$ cat src/rtl/muldiv_ctrl.sv
// Sequencing controller for the EXE-stage multiplier/divider; owns the architectural HI/LO.
// Optional: define MULDIV_DIVZERO_FAST_EN to commit divide-by-zero without starting the divider.
module muldiv_ctrl #(
  parameter int unsigned TIMEOUT = 64
) (
  input  logic        clk,
  input  logic        resetn,
  input  logic        req_valid,
  input  logic [2:0]  req_op,
  input  logic [31:0] req_src1,
  input  logic [31:0] req_src2,
  output logic        req_ready,
  input  logic        cancel,
  output logic        resp_valid,
  output logic        busy,
  output logic        err,
  output logic        mul_start,
  output logic        mul_signed,
  output logic [31:0] mul_op1,
  output logic [31:0] mul_op2,
  input  logic        mul_done,
  input  logic [63:0] mul_product,
  output logic        div_start,
  output logic [31:0] div_a,
  output logic [31:0] div_b,
  input  logic        div_done,
  input  logic [31:0] div_quot,
  input  logic [31:0] div_rem,
  output logic        unit_flush,
  output logic [31:0] hi,
  output logic [31:0] lo
);

  localparam int unsigned CntW = (TIMEOUT > 1) ? $clog2(TIMEOUT) : 1;
  localparam logic [CntW-1:0] CntLast = CntW'(TIMEOUT - 1);

  localparam logic [2:0] OpMthi  = 3'b001;
  localparam logic [2:0] OpMtlo  = 3'b010;
  localparam logic [2:0] OpMult  = 3'b100;
  localparam logic [2:0] OpMultu = 3'b101;
  localparam logic [2:0] OpDiv   = 3'b110;
  localparam logic [2:0] OpDivu  = 3'b111;

  typedef enum logic [2:0] {StIdle, StMulWait, StDivWait, StFixup, StCommit} state_e;

  state_e          state_q, state_d;
  logic [31:0]     hi_q, hi_d, lo_q, lo_d;
  logic            err_q, err_d;
  logic            mul_start_q, mul_start_d;
  logic            div_start_q, div_start_d;
  logic            flush_q, flush_d;
  logic            mul_signed_q, mul_signed_d;
  logic [31:0]     mul_op1_q, mul_op1_d, mul_op2_q, mul_op2_d;
  logic [31:0]     div_a_q, div_a_d, div_b_q, div_b_d;
  logic [CntW-1:0] cnt_q, cnt_d;
  logic            div_signed_q, div_signed_d;
  logic            neg_quot_q, neg_quot_d, neg_rem_q, neg_rem_d;
  logic [31:0]     quot_q, quot_d, rem_q, rem_d;
  logic            op_legal, accept, div_fast;

  function automatic logic [31:0] abs32(input logic [31:0] x);
    return x[31] ? (~x + 32'd1) : x;
  endfunction

  function automatic logic [31:0] neg32(input logic [31:0] x);
    return ~x + 32'd1;
  endfunction

`ifdef MULDIV_DIVZERO_FAST_EN
  assign div_fast = (req_src2 == 32'd0);
`else
  assign div_fast = 1'b0;
`endif

  always_comb begin
    op_legal = 1'b0;
    case (req_op)
      OpMthi, OpMtlo, OpMult, OpMultu, OpDiv, OpDivu: op_legal = 1'b1;
      default:                                       op_legal = 1'b0;
    endcase
  end

  assign accept = req_valid && (state_q == StIdle) && op_legal;

  always_comb begin
    state_d      = state_q;
    hi_d         = hi_q;
    lo_d         = lo_q;
    err_d        = err_q;
    mul_start_d  = 1'b0;
    div_start_d  = 1'b0;
    flush_d      = 1'b0;
    mul_signed_d = mul_signed_q;
    mul_op1_d    = mul_op1_q;
    mul_op2_d    = mul_op2_q;
    div_a_d      = div_a_q;
    div_b_d      = div_b_q;
    cnt_d        = cnt_q;
    div_signed_d = div_signed_q;
    neg_quot_d   = neg_quot_q;
    neg_rem_d    = neg_rem_q;
    quot_d       = quot_q;
    rem_d        = rem_q;

    unique case (state_q)
      StIdle: begin
        if (accept) begin
          case (req_op)
            OpMthi: begin
              hi_d    = req_src1;
              state_d = StCommit;
            end
            OpMtlo: begin
              lo_d    = req_src1;
              state_d = StCommit;
            end
            OpMult, OpMultu: begin
              mul_signed_d = (req_op == OpMult);
              mul_op1_d    = req_src1;
              mul_op2_d    = req_src2;
              mul_start_d  = 1'b1;
              cnt_d        = '0;
              state_d      = StMulWait;
            end
            default: begin
              if (div_fast) begin
                hi_d    = req_src1;
                lo_d    = 32'hFFFF_FFFF;
                state_d = StCommit;
              end else begin
                div_signed_d = (req_op == OpDiv);
                div_a_d      = (req_op == OpDiv) ? abs32(req_src1) : req_src1;
                div_b_d      = (req_op == OpDiv) ? abs32(req_src2) : req_src2;
                neg_quot_d   = (req_op == OpDiv) && (req_src1[31] ^ req_src2[31]);
                neg_rem_d    = (req_op == OpDiv) && req_src1[31];
                div_start_d  = 1'b1;
                cnt_d        = '0;
                state_d      = StDivWait;
              end
            end
          endcase
        end
      end
      // Priority in both WAIT states: cancel, then done, then watchdog.
      StMulWait: begin
        if (cancel) begin
          flush_d = 1'b1;
          state_d = StIdle;
        end else if (mul_done) begin
          hi_d    = mul_product[63:32];
          lo_d    = mul_product[31:0];
          state_d = StCommit;
        end else if (cnt_q == CntLast) begin
          err_d   = 1'b1;
          flush_d = 1'b1;
          state_d = StIdle;
        end else begin
          cnt_d = cnt_q + 1'b1;
        end
      end
      StDivWait: begin
        if (cancel) begin
          flush_d = 1'b1;
          state_d = StIdle;
        end else if (div_done) begin
          if (div_signed_q) begin
            quot_d  = div_quot;
            rem_d   = div_rem;
            state_d = StFixup;
          end else begin
            lo_d    = div_quot;
            hi_d    = div_rem;
            state_d = StCommit;
          end
        end else if (cnt_q == CntLast) begin
          err_d   = 1'b1;
          flush_d = 1'b1;
          state_d = StIdle;
        end else begin
          cnt_d = cnt_q + 1'b1;
        end
      end
      StFixup: begin
        if (cancel) begin
          flush_d = 1'b1;
          state_d = StIdle;
        end else begin
          lo_d    = neg_quot_q ? neg32(quot_q) : quot_q;
          hi_d    = neg_rem_q ? neg32(rem_q) : rem_q;
          state_d = StCommit;
        end
      end
      StCommit: state_d = StIdle;
      default:  state_d = StIdle;
    endcase
  end

  always_ff @(posedge clk or negedge resetn) begin
    if (!resetn) begin
      state_q      <= StIdle;
      hi_q         <= '0;
      lo_q         <= '0;
      err_q        <= 1'b0;
      mul_start_q  <= 1'b0;
      div_start_q  <= 1'b0;
      flush_q      <= 1'b0;
      mul_signed_q <= 1'b0;
      mul_op1_q    <= '0;
      mul_op2_q    <= '0;
      div_a_q      <= '0;
      div_b_q      <= '0;
      cnt_q        <= '0;
      div_signed_q <= 1'b0;
      neg_quot_q   <= 1'b0;
      neg_rem_q    <= 1'b0;
      quot_q       <= '0;
      rem_q        <= '0;
    end else begin
      state_q      <= state_d;
      hi_q         <= hi_d;
      lo_q         <= lo_d;
      err_q        <= err_d;
      mul_start_q  <= mul_start_d;
      div_start_q  <= div_start_d;
      flush_q      <= flush_d;
      mul_signed_q <= mul_signed_d;
      mul_op1_q    <= mul_op1_d;
      mul_op2_q    <= mul_op2_d;
      div_a_q      <= div_a_d;
      div_b_q      <= div_b_d;
      cnt_q        <= cnt_d;
      div_signed_q <= div_signed_d;
      neg_quot_q   <= neg_quot_d;
      neg_rem_q    <= neg_rem_d;
      quot_q       <= quot_d;
      rem_q        <= rem_d;
    end
  end

  assign req_ready  = (state_q == StIdle);
  assign busy       = (state_q != StIdle);
  assign resp_valid = (state_q == StCommit);
  assign err        = err_q;
  assign mul_start  = mul_start_q;
  assign mul_signed = mul_signed_q;
  assign mul_op1    = mul_op1_q;
  assign mul_op2    = mul_op2_q;
  assign div_start  = div_start_q;
  assign div_a      = div_a_q;
  assign div_b      = div_b_q;
  assign unit_flush = flush_q;
  assign hi         = hi_q;
  assign lo         = lo_q;

endmodule

$ cat config.mk
export PLATFORM = sky130hd
export DESIGN_NAME = muldiv_ctrl
export DESIGN_NICKNAME = d
export VERILOG_FILES = /design/src/rtl/muldiv_ctrl.sv
export SDC_FILE = /design/constraint.sdc
export NUM_CORES = 1
export LEC_CHECK = 0
export BUFFER_PORTS_ARGS = -buffer_cell sky130_fd_sc_hd__buf_2
export CAP_MARGIN = 0
export CELL_PAD_IN_SITES_DETAIL_PLACEMENT = 1
export CELL_PAD_IN_SITES_GLOBAL_PLACEMENT = 1
export CORE_MARGIN = 3
export CORE_UTILIZATION = 40
export DETAILED_ROUTE_END_ITERATION = 8
export PLACE_DENSITY_LB_ADDON = 0.1
export SKIP_CTS_REPAIR_TIMING = 1
export SYNTH_ARGS = -nofsm -noshare
export SYNTH_HDL_FRONTEND = slang
export SYNTH_SLANG_ARGS = --single-unit
export TNS_END_PERCENT = 5
$ cat constraint.sdc
create_clock -name clk -period 3.1 [get_ports clk]
set_input_delay 0.465 -clock clk [delete_from_list [all_inputs] [get_ports clk]]
set_output_delay 0.465 -clock clk [all_outputs]
set_load 0.02 [all_outputs]
== Word level (Yosys, flattened, before mapping) ==
Cells that the tools add are included.
Storage, ports and cells
  flip-flop bits (word level): 273
  word-level logic and storage cells: 135
Cells by class
  $add $sub $neg: 5
  equal/unequal tests: 23
  multiplexer cells: 62
  bitwise logic cells: 7
  reduce and logical (&&, ||, !) cells: 20
Operator list (count)
  $mux W32: 22
  $pmux W32 S4: 2
  $add A32 B1 Y32 const B: 4
  $not A32 Y32: 4
  $mux W6: 7
  $mux W3: 8
  $mux W1: 18
  $ne A2 B2 Y1 const B: 9
  $pmux W6 S3: 1
  $reduce_and A9 Y1: 2
  $eq A3 B3 Y1 const B: 5
  $pmux W3 S4: 1
  $eq A3 B2 Y1 const B: 3
  $reduce_and A7 Y1: 1
  $add A6 B1 Y6 const B: 1
  $eq A3 B1 Y1 const B: 2
  $eq A6 B6 Y1 const B: 1
  $ne A2 B1 Y1 const B: 3
  $pmux W3 S2: 1
  $reduce_and A3 Y1: 2
  $reduce_bool A3 Y1: 2
  $reduce_or A6 Y1: 1
  $reduce_and A5 Y1: 1
  $logic_and A1 B1 Y1: 4
  other kinds (10): 12

== Longest topological paths before layout ==
  depth after elaboration: 6
  gate-level depth with buffers: 9

== Least setup slack after synthesis ==
Ideal clock, no wire load.
  kind: register to register
  start point: register state_q[0]
  end point: register div_b_q[1], in the netlist div_b[1]
  arrival: 2.301 ns
  required time: 2.965 ns
  slack: 0.664 ns
  cell stages (with the launch flop): 8
  buffers on the path: 3
  clock period less this slack: 2.436 ns
  cells stage by stage: dfrtp_1 -> clkbuf_1 -> nor3_1 -> nand4_1 -> clkbuf_1 -> clkbuf_1 -> nand2_1 -> o21ai_0
On the way
  word-level cells in the longest chain between the ends: 4
RTL lines
  start: declaration: line 46  | state_e state_q, state_d;
  start signal: assignment: line 200  | state_q <= StIdle;
  start signal: assignment: line 219  | state_q <= state_d;
  $logic_not A3 Y1 *
  via req_ready: line 12  | output logic req_ready,
  $logic_and A1 B1 Y1 (2 in series): line 83  | assign accept = req_valid && (state_q == StIdle) && op_legal;
  $reduce_and A3 Y1 (no line) *
  end signal: assignment: line 230  | div_b_q <= div_b_d;
  end: declaration: line 54  | logic [31:0] div_a_q, div_a_d, div_b_q, div_b_d;
The timed path passes the listed nets; every way through them passes the cells marked *.
A chain may end at the register's enable or synchronous reset.

== Worst setup path in the final report ==
  start point: register state_q[0]
  end point: register lo_q[31], in the netlist lo[31]
On the way
  word-level cells in the longest chain between the ends: 5
RTL lines
  $logic_not A3 Y1: line 83, 105
  $logic_and A1 B1 Y1 (2 in series): line 83
  $ne A2 B1 Y1 (no line)
  $reduce_and A9 Y1 (no line)
  end signal: assignment: line 221  | lo_q <= lo_d;
  end: declaration: line 47  | logic [31:0] hi_q, hi_d, lo_q, lo_d;
Several ways; a longest one is shown, not always the timed one.

==> results.yml <==
logic_synthesis:
  syn_area_um2: 14960
  seq_area_frac_synth_pct: 45.68
  synth.top_cells.by_area: "dfrtp_1 (46%), nand2_1 (8.0%), o21ai_0 (5.1%)"
  yosysWarnings: 0
  synth_xor_area_share_pct: 5.212
  synth_ff_type: "dfrtp_1"
  synthAdderAreaFrac_pct: 0.4183
  synth_top_area_cell: "dfrtp_1"
  synth_nets: 1864
  synth_edf_count: 0
  async_reset_ff_share_pct: 100.0
  synthMuxAreaShare_pct: 6.333
  avgSynthCellArea_um2: 9.021
  synth_top_area_share_pct: 45.68
  yosysUniqueCellTypes: 76
  synth-seq-cells: 273
  synth_top_family_by_area: "simple AND/OR/NAND/NOR gates"
  syn_inst: 1658
  synthSimpleGateAreaFrac_pct: 19.34
  synth_compound_area_share_pct: 19.16
sta:
  period_share_pct: 94.15
  hold_viol_final: 0
  rsz0062_at_grt: "no"
  slew_headroom_pct: 22.90
  worst_pin_slew_ps: 1157
  fin_setup_tns_ps: 0
  holdWs_ps: 145.9
  clock_skew_ps: 17.30
  fmax_mhz: 342.6
  finalCriticalPeriod_ps: 2919
  setup-violations-final: 0
  slew_viol_final: 0
cts:
  cts_tree: "done"
  cts_inserted_buffers: 31
  h-tree-depth: 1
  clkLatencyLatePin_ps: 570
  cts.sink_count: 273
  cts_root_buffer: "clkbuf_16"
  cts.path.max_buffers: 3
  clkTransAtPathRegs_ps: 70
die:
  die-area_um2: 39750
  io_pins: 401
  core_um2: 36700
  start_util_pct: 40.76
  chipHeight_um: 199.4
  rows: 70
  die_x_um: 199.4
run_status:
  outcome: "finished clean"
routing:
  drc: 0
  wire_per_inst_um: 23.98
  vias: 14660
  ant_nets: 0
  via_per_inst: 5.841
  first_iter_violations: 1073
  dr.pass1.iters: 5
  routed_wl_mm: 60.17
power:
  vdd_drop_max_mv: 0.3699
  p_leak_nw: 8.738
  cellPowerDensity_nw_per_um2: 934.9
global_routing:
  grt_max_degree: 126
  grt_overflow_total: 0
  grt_pass1_wl_mm: 90.36
  grt_pass1_vias: 14940
  antenna_found_initial: 12
  grt_usage_pct: 29.34
setup_path:
  worstPathRequired_ps: 3510
  reg2reg_from: "state_q[0]"
  ff2ff_setup_slack_ps: 180
  setup.worst_path.class: "reg2reg"
  worst-path-max-fanout: 14
  crit_end: "lo[31]"
  start_kind: "flip-flop"
  cp-end-kind: "flip-flop"
  reg2reg_depth: 5
  cp-startpoint: "state_q[0]"
  cp_data_arrival_time_ps: 3320
  r2r_end: "lo[31]"
flow_run:
  max_cap_viol_count: 0
finish:
  nFillCells: 4358
  drive_above_1_share_pct: 28.81
  layout.nets: 2219
  layout.cells.non_filler: 2509
  syn_to_final_growth_pct: 24.32
placement:
  numPortBuffers: 400
  gp_congestion: 0.9261
  post-place-cells: 2447
  hpwl_mm: 45.09
min_path:
  hold_path_class: "in2reg"
==> Yosys cell counts (9+ instances only) <==
library cell,number
nand4_1,13
mux2_2,61
nor2_1,85
a2111oi_0,15
a22oi_1,61
clkbuf_1,102
buf_1,9
nand2b_1,11
buf_2,12
or4_1,20
a21oi_1,66
dfrtp_1,273
o31ai_1,20
nor4_1,23
nand2_1,320
nand3_1,27
xnor2_1,52
or3_1,24
a31oi_1,25
mux2i_1,26
o21ai_0,153
nor3_1,34
inv_1,21
o41ai_1,23
xor2_1,37
==> metal layers <==
layer,routed length (um),vias up,global-route usage [%]
met5,57,-,0
met4,2366,10,11.17
met3,3786,127,5.041
met2,28070,525,47.67
li1,-,6703,-
met1,25890,7290,39.50
==> layout make-up <==
type / instances / area [um^2] / share of cell area, %
sequential: 273 / 6833 / 36.75
timing repair buffer: 447 / 2480 / 13.34
clock inverter: 13 / 157.7 / 0.8479
multi-input combinational: 1238 / 7575 / 40.74
clock buffer: 41 / 863.3 / 4.643
tap: 468 / 585.6 / 3.149
inverter: 22 / 82.58 / 0.4441
antenna: 7 / 17.52 / 0.09421
==> through the flow <==
step                      area, um^2  util [%]  setup WS (ps)  total power [W]
after floorplan                14960         -          663.9          0.01051
after global placement         17550     47.81          511.6          0.01340
after detailed placement       17550     47.81          478.8          0.01364
after CTS                      18570     50.59          230.6          0.01746
after global routing           18590     50.67          37.63          0.01845
final                          18590     50.67          181.2          0.01738
==> state kept, by name (all words and copies together) (netlist names) <==
signal        flops
quot_q           32
hi               32
mul_op1          32
mul_signed        1
rem_q            32
mul_start         1
unit_flush        1
state_q           3
neg_quot_q        1
div_a            32
div_start         1
cnt_q             6
div_signed_q      1
lo               32
div_b            32
err               1
neg_rem_q         1
mul_op2          32
==> kinds of logic after synthesis <==
kind of cell	count (synthesis)
AND/OR/NAND/NOR	613
buffers and inverters	147
multiplexers	87
XOR/XNOR	89
AO/OA/AOI/OAI	444
flip-flops	273
adder cells (fa/ha/maj)	5
==> worst max-delay path, cell delays in order, from the launching register on <==
cell       delay [ps]
dfrtp_1           560
or3_1             480
o32a_1            500
or2_1             440
a2111oi_0         580
a31oi_1           190
==> placed cells by master (no fill, tap or decap), types with 9 or more instances in the layout <==
cell       count
nor3_1        34
inv_1         21
nor4_1        23
or4_1         20
clkbuf_16     31
dfrtp_1      272
a21oi_1       66
a2111oi_0     15
o41ai_1       23
a22oi_1       61
buf_12         9
nand2_1      320
nand4_1       13
o21ai_0      153
a31oi_1       25
or3_1         24
xnor2_1       52
xor2_1        37
nor2_1        85
mux2i_1       26
buf_2        399
nand2b_1      11
nand3_1       27
buf_4         37
mux2_2        61
o31ai_1       20
==> power by group <==
group / leakage, nW / internal (W) / switching, W
sequential: 3.47 / 0.00498 / 0.00112
clock: 0.491 / 0.00219 / 0.00155
combinational: 4.78 / 0.00252 / 0.00501
total: 8.74 / 0.00970 / 0.00769
==> worst min path at each step <==
| stage | depth (start not counted) | start | end | slack [ps] |
|---|---|---|---|---|
| final | 2 | div_quot[7] | quot_q[7] | 150 |
| after floorplan | 0 | resetn | cnt_q[0] | 170 |
| after global placement | 1 | resetn | div_a[17] | 450 |
| after CTS | 1 | resetn | div_a[12] | -140 |
| after detailed placement | 1 | resetn | div_a[17] | 460 |
| after global routing | 2 | div_quot[3] | quot_q[3] | 120 |
No activity file was read; power rests on OpenSTA's default activity.
